===== src/rtl/cache_ctrl_nway_if.sv =====
// ============================================================================
// cache_ctrl_nway_if : upstream request / downstream memory handshake bundle
// Rev 1.0
// ============================================================================
`default_nettype none
`timescale 1ns/1ps

interface cache_ctrl_nway_if;
    logic upstream_read;
    logic upstream_write;
    logic upstream_resp;
    logic downstream_read;
    logic downstream_write;
    logic downstream_resp;

    // master: the cache controller; slave: the CPU port and memory around it
    modport master (
        input  upstream_read, upstream_write, downstream_resp,
        output upstream_resp, downstream_read, downstream_write
    );
    modport slave (
        output upstream_read, upstream_write, downstream_resp,
        input  upstream_resp, downstream_read, downstream_write
    );
endinterface

`default_nettype wire


===== src/rtl/cache_ctrl_nway.sv =====
// ============================================================================
// cache_ctrl_nway : N-way write-back / write-allocate cache control FSM with
//                   tree pseudo-LRU and saturating hit/miss counters
// Rev 1.0
// ============================================================================
`default_nettype none
`timescale 1ns/1ps

module cache_ctrl_nway #(
    parameter int  WAYS  = 4,
    parameter int  CNT_W = 32,
    localparam int WAY_W = $clog2(WAYS)
) (
    input  wire                clk,
    input  wire                rst_n,
    cache_ctrl_nway_if.master  bus,
    input  wire  [WAYS-1:0]    hit_vec,
    input  wire  [WAYS-1:0]    valid_vec,
    input  wire  [WAYS-1:0]    dirty_vec,
    input  wire  [WAYS-2:0]    plru_in,
    output logic [WAYS-2:0]    plru_out,
    output logic               ld_plru,
    output logic [WAY_W-1:0]   way_sel,
    output logic               data_load_en,
    output logic               data_sel,
    output logic               tag_load_en,
    output logic               dirty_load_en,
    output logic               new_dirty,
    output logic               downstream_address_sel,
    input  wire                clear_counters,
    output logic [CNT_W-1:0]   hit_count,
    output logic [CNT_W-1:0]   miss_count
);

    localparam logic [CNT_W-1:0] c_CNT_MAX = {CNT_W{1'b1}};

    typedef enum logic [1:0] {
        S_IDLE      = 2'd0,
        S_LOOKUP    = 2'd1,
        S_WRITEBACK = 2'd2,
        S_FILL      = 2'd3
    } state_t;

    state_t           r_state;
    logic [WAY_W-1:0] r_victim;
    logic             r_replay;

    logic             w_hit;
    logic [WAY_W-1:0] w_hit_way;
    logic [WAY_W-1:0] w_free_way;
    logic [WAY_W-1:0] w_lru_way;
    logic [WAY_W-1:0] w_victim;
    logic             w_victim_dirty;
    logic [WAYS-1:0]  w_is_vic;
    logic [WAYS-2:0]  w_plru_upd;
    logic             w_hit_inc;
    logic             w_miss_inc;

    function automatic logic [WAY_W-1:0] f_first_set(input logic [WAYS-1:0] v);
        f_first_set = '0;
        for (int i = WAYS - 1; i >= 0; i--) begin
            if (v[i]) f_first_set = WAY_W'(i);
        end
    endfunction

    // A way is the PLRU victim when every node on its path points toward it.
    for (genvar v = 0; v < WAYS; v++) begin : g_vic_way
        logic [WAY_W-1:0] w_lvl_ok;
        for (genvar l = 0; l < WAY_W; l++) begin : g_vic_lvl
            localparam int   NODE = (1 << l) - 1 + (v >> (WAY_W - l));
            localparam logic DIR  = 1'((v >> (WAY_W - 1 - l)) & 1);
            assign w_lvl_ok[l] = (plru_in[NODE] == DIR);
        end
        assign w_is_vic[v] = &w_lvl_ok;
    end

    // Nodes on the hit way's path point away from it; others pass through.
    for (genvar n = 0; n < WAYS - 1; n++) begin : g_plru_node
        localparam int LVL = $clog2(n + 2) - 1;
        localparam int POS = n - ((1 << LVL) - 1);
        assign w_plru_upd[n] = ((w_hit_way >> (WAY_W - LVL)) == WAY_W'(POS)) ?
                               ~w_hit_way[WAY_W-1-LVL] : plru_in[n];
    end

    assign w_hit          = |hit_vec;
    assign w_hit_way      = f_first_set(hit_vec);
    assign w_free_way     = f_first_set(~valid_vec);
    assign w_lru_way      = f_first_set(w_is_vic);
    assign w_victim       = (&valid_vec) ? w_lru_way : w_free_way;
    assign w_victim_dirty = valid_vec[w_victim] & dirty_vec[w_victim];
    assign w_hit_inc      = (r_state == S_LOOKUP) && w_hit && !r_replay;
    assign w_miss_inc     = (r_state == S_LOOKUP) && !w_hit;

    always_ff @(posedge clk) begin
        if (!rst_n) begin
            r_state    <= S_IDLE;
            r_victim   <= '0;
            r_replay   <= 1'b0;
            hit_count  <= '0;
            miss_count <= '0;
        end else begin
            case (r_state)
                S_IDLE: begin
                    if (bus.upstream_read || bus.upstream_write) begin
                        r_state  <= S_LOOKUP;
                        r_replay <= 1'b0;
                    end
                end
                S_LOOKUP: begin
                    if (w_hit) begin
                        r_state <= S_IDLE;
                    end else begin
                        r_victim <= w_victim;
                        r_state  <= w_victim_dirty ? S_WRITEBACK : S_FILL;
                    end
                end
                S_WRITEBACK: begin
                    if (bus.downstream_resp) r_state <= S_FILL;
                end
                S_FILL: begin
                    if (bus.downstream_resp) begin
                        r_state  <= S_LOOKUP;
                        r_replay <= 1'b1;
                    end
                end
                default: r_state <= S_IDLE;
            endcase

            if (clear_counters) begin
                hit_count  <= '0;
                miss_count <= '0;
            end else begin
                if (w_hit_inc && hit_count != c_CNT_MAX)
                    hit_count <= hit_count + 1'b1;
                if (w_miss_inc && miss_count != c_CNT_MAX)
                    miss_count <= miss_count + 1'b1;
            end
        end
    end

    always_comb begin
        bus.upstream_resp      = 1'b0;
        bus.downstream_read    = 1'b0;
        bus.downstream_write   = 1'b0;
        plru_out               = '0;
        ld_plru                = 1'b0;
        way_sel                = '0;
        data_load_en           = 1'b0;
        data_sel               = 1'b0;
        tag_load_en            = 1'b0;
        dirty_load_en          = 1'b0;
        new_dirty              = 1'b0;
        downstream_address_sel = 1'b0;
        case (r_state)
            S_LOOKUP: begin
                if (w_hit) begin
                    way_sel           = w_hit_way;
                    bus.upstream_resp = 1'b1;
                    ld_plru           = 1'b1;
                    plru_out          = w_plru_upd;
                    if (bus.upstream_write) begin
                        data_load_en  = 1'b1;
                        dirty_load_en = 1'b1;
                        new_dirty     = 1'b1;
                    end
                end
            end
            S_WRITEBACK: begin
                bus.downstream_write   = 1'b1;
                downstream_address_sel = 1'b1;
                way_sel                = r_victim;
            end
            S_FILL: begin
                bus.downstream_read = 1'b1;
                way_sel             = r_victim;
                if (bus.downstream_resp) begin
                    data_load_en  = 1'b1;
                    data_sel      = 1'b1;
                    tag_load_en   = 1'b1;
                    dirty_load_en = 1'b1;
                end
            end
            default: ;
        endcase
    end

endmodule

`default_nettype wire


===== src/flat_wrapper.sv =====
// flat-port wrapper written by rule: the top's interface ports become plain ports
module cache_ctrl_nway_flat 
#(
    parameter int  WAYS  = 4,
    parameter int  CNT_W = 32,
    localparam int WAY_W = $clog2(WAYS)
)
  (clk, rst_n, hit_vec, valid_vec, dirty_vec, plru_in, plru_out, ld_plru, way_sel, data_load_en, data_sel, tag_load_en, dirty_load_en, new_dirty, downstream_address_sel, clear_counters, hit_count, miss_count, bus_upstream_read, bus_upstream_write, bus_downstream_resp, bus_upstream_resp, bus_downstream_read, bus_downstream_write);
  cache_ctrl_nway_if bus_i ();
  input  wire clk;
  input  wire rst_n;
  input  wire  [WAYS-1:0] hit_vec;
  input  wire  [WAYS-1:0] valid_vec;
  input  wire  [WAYS-1:0] dirty_vec;
  input  wire  [WAYS-2:0] plru_in;
  output logic [WAYS-2:0] plru_out;
  output logic ld_plru;
  output logic [WAY_W-1:0] way_sel;
  output logic data_load_en;
  output logic data_sel;
  output logic tag_load_en;
  output logic dirty_load_en;
  output logic new_dirty;
  output logic downstream_address_sel;
  input  wire clear_counters;
  output logic [CNT_W-1:0] hit_count;
  output logic [CNT_W-1:0] miss_count;
  input wire logic [$bits(bus_i.upstream_read)-1:0] bus_upstream_read;
  input wire logic [$bits(bus_i.upstream_write)-1:0] bus_upstream_write;
  input wire logic [$bits(bus_i.downstream_resp)-1:0] bus_downstream_resp;
  output wire logic [$bits(bus_i.upstream_resp)-1:0] bus_upstream_resp;
  output wire logic [$bits(bus_i.downstream_read)-1:0] bus_downstream_read;
  output wire logic [$bits(bus_i.downstream_write)-1:0] bus_downstream_write;
  assign bus_i.upstream_read = bus_upstream_read;
  assign bus_i.upstream_write = bus_upstream_write;
  assign bus_i.downstream_resp = bus_downstream_resp;
  assign bus_upstream_resp = bus_i.upstream_resp;
  assign bus_downstream_read = bus_i.downstream_read;
  assign bus_downstream_write = bus_i.downstream_write;
  cache_ctrl_nway #(.WAYS(WAYS), .CNT_W(CNT_W)) u_core (.clk(clk), .rst_n(rst_n), .bus(bus_i), .hit_vec(hit_vec), .valid_vec(valid_vec), .dirty_vec(dirty_vec), .plru_in(plru_in), .plru_out(plru_out), .ld_plru(ld_plru), .way_sel(way_sel), .data_load_en(data_load_en), .data_sel(data_sel), .tag_load_en(tag_load_en), .dirty_load_en(dirty_load_en), .new_dirty(new_dirty), .downstream_address_sel(downstream_address_sel), .clear_counters(clear_counters), .hit_count(hit_count), .miss_count(miss_count));
endmodule

===== config.mk =====
export PLATFORM = sky130hd
export DESIGN_NAME = cache_ctrl_nway_flat
export DESIGN_NICKNAME = d
export VERILOG_FILES = /design/src/rtl/cache_ctrl_nway_if.sv /design/src/rtl/cache_ctrl_nway.sv /design/src/flat_wrapper.sv
export SDC_FILE = /design/constraint.sdc
export NUM_CORES = 1
export LEC_CHECK = 0
export ABC_AREA = 0
export ABC_CLOCK_PERIOD_IN_PS = 2900
export CORE_AREA = 2 2 94 96
export CTS_CLUSTER_SIZE = 28
export DETAILED_ROUTE_END_ITERATION = 8
export DIE_AREA = 0 0 96 98
export GPL_ROUTABILITY_DRIVEN = 0
export HOLD_SLACK_MARGIN = 0.06
export PLACE_DENSITY = 0.73
export SYNTH_ARGS = -nofsm -noshare
export SYNTH_HDL_FRONTEND = slang
export SYNTH_SLANG_ARGS = --single-unit

===== constraint.sdc =====
create_clock -name clk -period 2.9 [get_ports clk]
set_clock_uncertainty 0.2 [all_clocks]
set_input_delay 0.29 -clock clk [delete_from_list [all_inputs] [get_ports clk]]
set_output_delay 0.29 -clock clk [all_outputs]
set_load 0.1 [all_outputs]

==> impl_results.html <==
<table>
<tr><th>Metric</th><th>Value</th></tr>
<tr><th colspan="2">Run status</th></tr>
<tr><td>Run status</td><td>complete, no violations</td></tr>
<tr><th colspan="2">Finish</th></tr>
<tr><td>Post-layout nets</td><td>574</td></tr>
<tr><td>Fill cell instance count of the final layout</td><td>773</td></tr>
<tr><td>Leading cell types in the layout, fill and taps excluded</td><td>buf_4, dfxtp_1, nor2_1</td></tr>
<tr><td>Area taken by multi-input logic gates</td><td>0.00214 mm²</td></tr>
<tr><td>Layout Area Growth over Synthesis</td><td>34.2%</td></tr>
<tr><td>Proportion of layout cells with a drive suffix above 1</td><td>25.0%</td></tr>
<tr><td>Most common cell after layout, fill and taps aside</td><td>buf_4</td></tr>
<tr><td>Inserted Diodes</td><td>0</td></tr>
<tr><td>Sequential standard cell area</td><td>0.00139 mm²</td></tr>
<tr><th colspan="2">Timing</th></tr>
<tr><td>Worst max-slew margin expressed relative to the limit</td><td>57.8%</td></tr>
<tr><td>Worst slew pin tran</td><td>0.625 ns</td></tr>
<tr><td>Setup WS post-layout</td><td>~0.093 ns</td></tr>
<tr><td>Hold violation total from the final report</td><td>0</td></tr>
<tr><td>Final worst path period need</td><td>2.81 ns</td></tr>
<tr><td>Final Cycle Share</td><td>a little over nine tenths</td></tr>
<tr><td>Max-slew violation total from the final report</td><td>0</td></tr>
<tr><td>Maximum clock rate</td><td>between 300 and 400 MHz</td></tr>
<tr><td>Setup repair after global routing missed its margin</td><td>false</td></tr>
<tr><td>Final setup fails</td><td>0</td></tr>
<tr><th colspan="2">Yosys</th></tr>
<tr><td>Net count after synthesis</td><td>474</td></tr>
<tr><td>Ys flop type</td><td>dfxtp_1</td></tr>
<tr><td>Area leader, netlist</td><td>dfxtp_1</td></tr>
<tr><td>Number of distinct standard cells referenced by the synthesized netlist</td><td>54</td></tr>
<tr><td>Number of synthesis warnings</td><td>0</td></tr>
<tr><td>Proportion of synthesized flip-flops having asynchronous set or reset</td><td>0%</td></tr>
<tr><td>Top area cells in the synthesized netlist</td><td>dfxtp_1, xnor2_1, a21oi_1</td></tr>
<tr><td>Synthesized area per cell</td><td>8.19 µm²</td></tr>
<tr><td>Netlist Area Pre-Place</td><td>0.00366 mm²</td></tr>
<tr><td>Cells after Synth</td><td>~450</td></tr>
<tr><td>Top-area cell type share of the netlist area</td><td>between 30% and 40%</td></tr>
<tr><td>Number of synthesized flops with an enable pin</td><td>0</td></tr>
<tr><td>Yosys reg bits</td><td>69</td></tr>
<tr><td>Post-synthesis sequential area ratio</td><td>37.7%</td></tr>
<tr><th colspan="2">GRT</th></tr>
<tr><td>Largest net degree at the start of global routing</td><td>43</td></tr>
<tr><td>Grt ovf</td><td>0</td></tr>
<tr><td>Global routing usage summed across all routing layers</td><td>about a fifth</td></tr>
<tr><td>Number of global-route vias before repair</td><td>3426</td></tr>
<tr><td>Number of antenna violations at the first check in global routing</td><td>0</td></tr>
<tr><td>Global-route wire length before repair</td><td>16100 µm</td></tr>
<tr><th colspan="2">Critical path</th></tr>
<tr><td>Arrival time of data at the critical path endpoint</td><td>about 2.3 ns</td></tr>
<tr><td>Largest driver fanout on the critical path</td><td>6</td></tr>
<tr><td>Crit Path Class</td><td>in2out</td></tr>
<tr><td>Category of the worst setup path launch point</td><td>primary input</td></tr>
<tr><td>Endpoint required time on the critical path</td><td>2.41 ns</td></tr>
<tr><td>Crit. End Element</td><td>output port</td></tr>
<tr><th colspan="2">Clock tree</th></tr>
<tr><td>Number of CTS-inserted buffers</td><td>9</td></tr>
<tr><td>CTS-repair resized insts</td><td>0</td></tr>
<tr><td>Master cell of the clock root buffer</td><td>clkbuf_8</td></tr>
<tr><td>Max H-tree Level</td><td>3</td></tr>
<tr><td>Clock slew at the register clock pins of the worst setup and hold paths</td><td>~0.070 ns</td></tr>
<tr><td>Num Clock Sinks</td><td>69</td></tr>
<tr><td>Clock tree from TritonCTS</td><td>built</td></tr>
<tr><td>Clock latency on the worst-skew pair</td><td>0.35 ns</td></tr>
<tr><td>Post-CTS setup buffer count</td><td>0</td></tr>
<tr><td>Hold buffer count at CTS</td><td>0</td></tr>
<tr><td>Buffers from clock root to sink, at most</td><td>2</td></tr>
<tr><th colspan="2">Power</th></tr>
<tr><td>Total chip power</td><td>roughly 2000 µW</td></tr>
<tr><td>Leakage component of the power</td><td>between 0.0015 and 0.002 µW</td></tr>
<tr><td>Worst-case vdd ir drop</td><td>about 0.21 mV</td></tr>
<tr><td>Power density over the cells</td><td>406 mW/mm²</td></tr>
<tr><th colspan="2">Die</th></tr>
<tr><td>Starting Density</td><td>a little over two fifths</td></tr>
<tr><td>I/O pin count</td><td>100</td></tr>
<tr><td>Standard-cell rows</td><td>34</td></tr>
<tr><td>Chip Width</td><td>96 µm</td></tr>
<tr><td>Die height</td><td>98 µm</td></tr>
<tr><td>Area enclosed by the die boundary</td><td>0.00941 mm²</td></tr>
<tr><td>Core Region</td><td>0.00847 mm²</td></tr>
<tr><th colspan="2">Route</th></tr>
<tr><td>Detailed Route WL</td><td>roughly 9600 µm</td></tr>
<tr><td>Routed length per placed instance</td><td>14.5 µm</td></tr>
<tr><td>Count of nets left with antenna violations after detail routing</td><td>0</td></tr>
<tr><td>Initial drt markers</td><td>117</td></tr>
<tr><td>Post-route DRC violation count</td><td>0</td></tr>
<tr><td>Number of search-and-repair iterations in the first detailed-routing pass</td><td>4</td></tr>
<tr><td>Via count</td><td>around 3700</td></tr>
<tr><td>Vias per cell</td><td>5.57</td></tr>
<tr><th colspan="2">Place</th></tr>
<tr><td>Estimated wirelength of the detail-placed design</td><td>a little under 7000 µm</td></tr>
<tr><td>Worst slack, placed</td><td>0.104 ns</td></tr>
<tr><td>Number of buffer cells added on primary ports</td><td>99</td></tr>
<tr><th colspan="2">Worst hold path</th></tr>
<tr><td>Hold Crit Class</td><td>reg2reg</td></tr>
<tr><th colspan="2">Run</th></tr>
<tr><td>Max-capacitance violation count</td><td>0</td></tr>
</table>
## sequential cells by signal (all words and copies together), names as in the netlist
register,cells
u_core.miss_count,32
u_core.r_state,2
u_core.r_replay,1
u_core.r_victim,2
u_core.hit_count,32
## synth_stat cells (10+ instances only)
master	number
o21ai_0	24
nand2_1	33
clkbuf_1	15
nor2_1	46
inv_1	15
nand4_1	16
or3_1	20
dfxtp_1	69
a211oi_1	12
xnor2_1	32
and4_1	10
nor4_1	12
nand3_1	17
a21oi_1	37
## worst paths after layout
kind              slack [ns]            startpoint  depth (start not counted)                     to
hold / removal          0.29  u_core.miss_count[1]                          2   u_core.miss_count[1]
setup / recovery        0.09            hit_vec[0]                          5           data_load_en
setup reg to reg        0.34     u_core.r_state[1]                          7  u_core.miss_count[31]
hold reg to reg         0.29  u_core.miss_count[1]                          2   u_core.miss_count[1]
## worst max-delay path, cell delays in order
cell and delay [ns]:
clkdlybuf4s50_1 0.52, or4_1 0.69, and3_1 0.29, or2_2 0.34, buf_12 0.18
## logic make-up (layout without fill, tap and decap cells)
group / after synthesis / after routing / synth area share (%)
xor+xnor: 32 / 32 / 7.66
mux: 2 / 2 / 0.615
fa+ha+maj: 6 / 6 / 2.05
compound gates: 103 / 103 / 17.4
buf+inv: 37 / 142 / 4.48
simple gates: 198 / 198 / 30.1
flops: 69 / 69 / 37.7
## per-layer routing
layer	vias up	routed length, µm	track usage, %
li1	1831	-	-
met5	-	0	0
met2	91	4610	33.6
met4	0	144	7.47
met3	12	557	4.63
met1	1742	4290	28.1
## final cells by class
type | count | share of cell area (%)
clock buffers | 11 | 2.88
flip-flops and latches | 69 | 28.3
well taps | 108 | 2.75
multi-input cells | 341 | 43.5
clock inverters | 5 | 1.22
inverters | 15 | 1.15
repair buffers | 111 | 20.3
## report_power, final
group | switching (µW) | internal, µW
clock network | 376 | 422
logic | 155 | 88.7
registers | 2.98 | 950
## stage by stage
stage	cells	utilization, %	hold slack (ns)	area [µm²]	setup TNS (ns)
2_1_floorplan	447	-	0.247	3680	-0.0593
3_3_place_gp	644	55.7	0.264	4710	0
3_5_place_dp	644	55.7	0.275	4710	0
4_1_cts	660	58.1	0.285	4910	0
5_1_grt	660	58.1	0.317	4910	0
6_report	660	58.1	0.288	4910	0
Power figures use the tool's default switching activity.
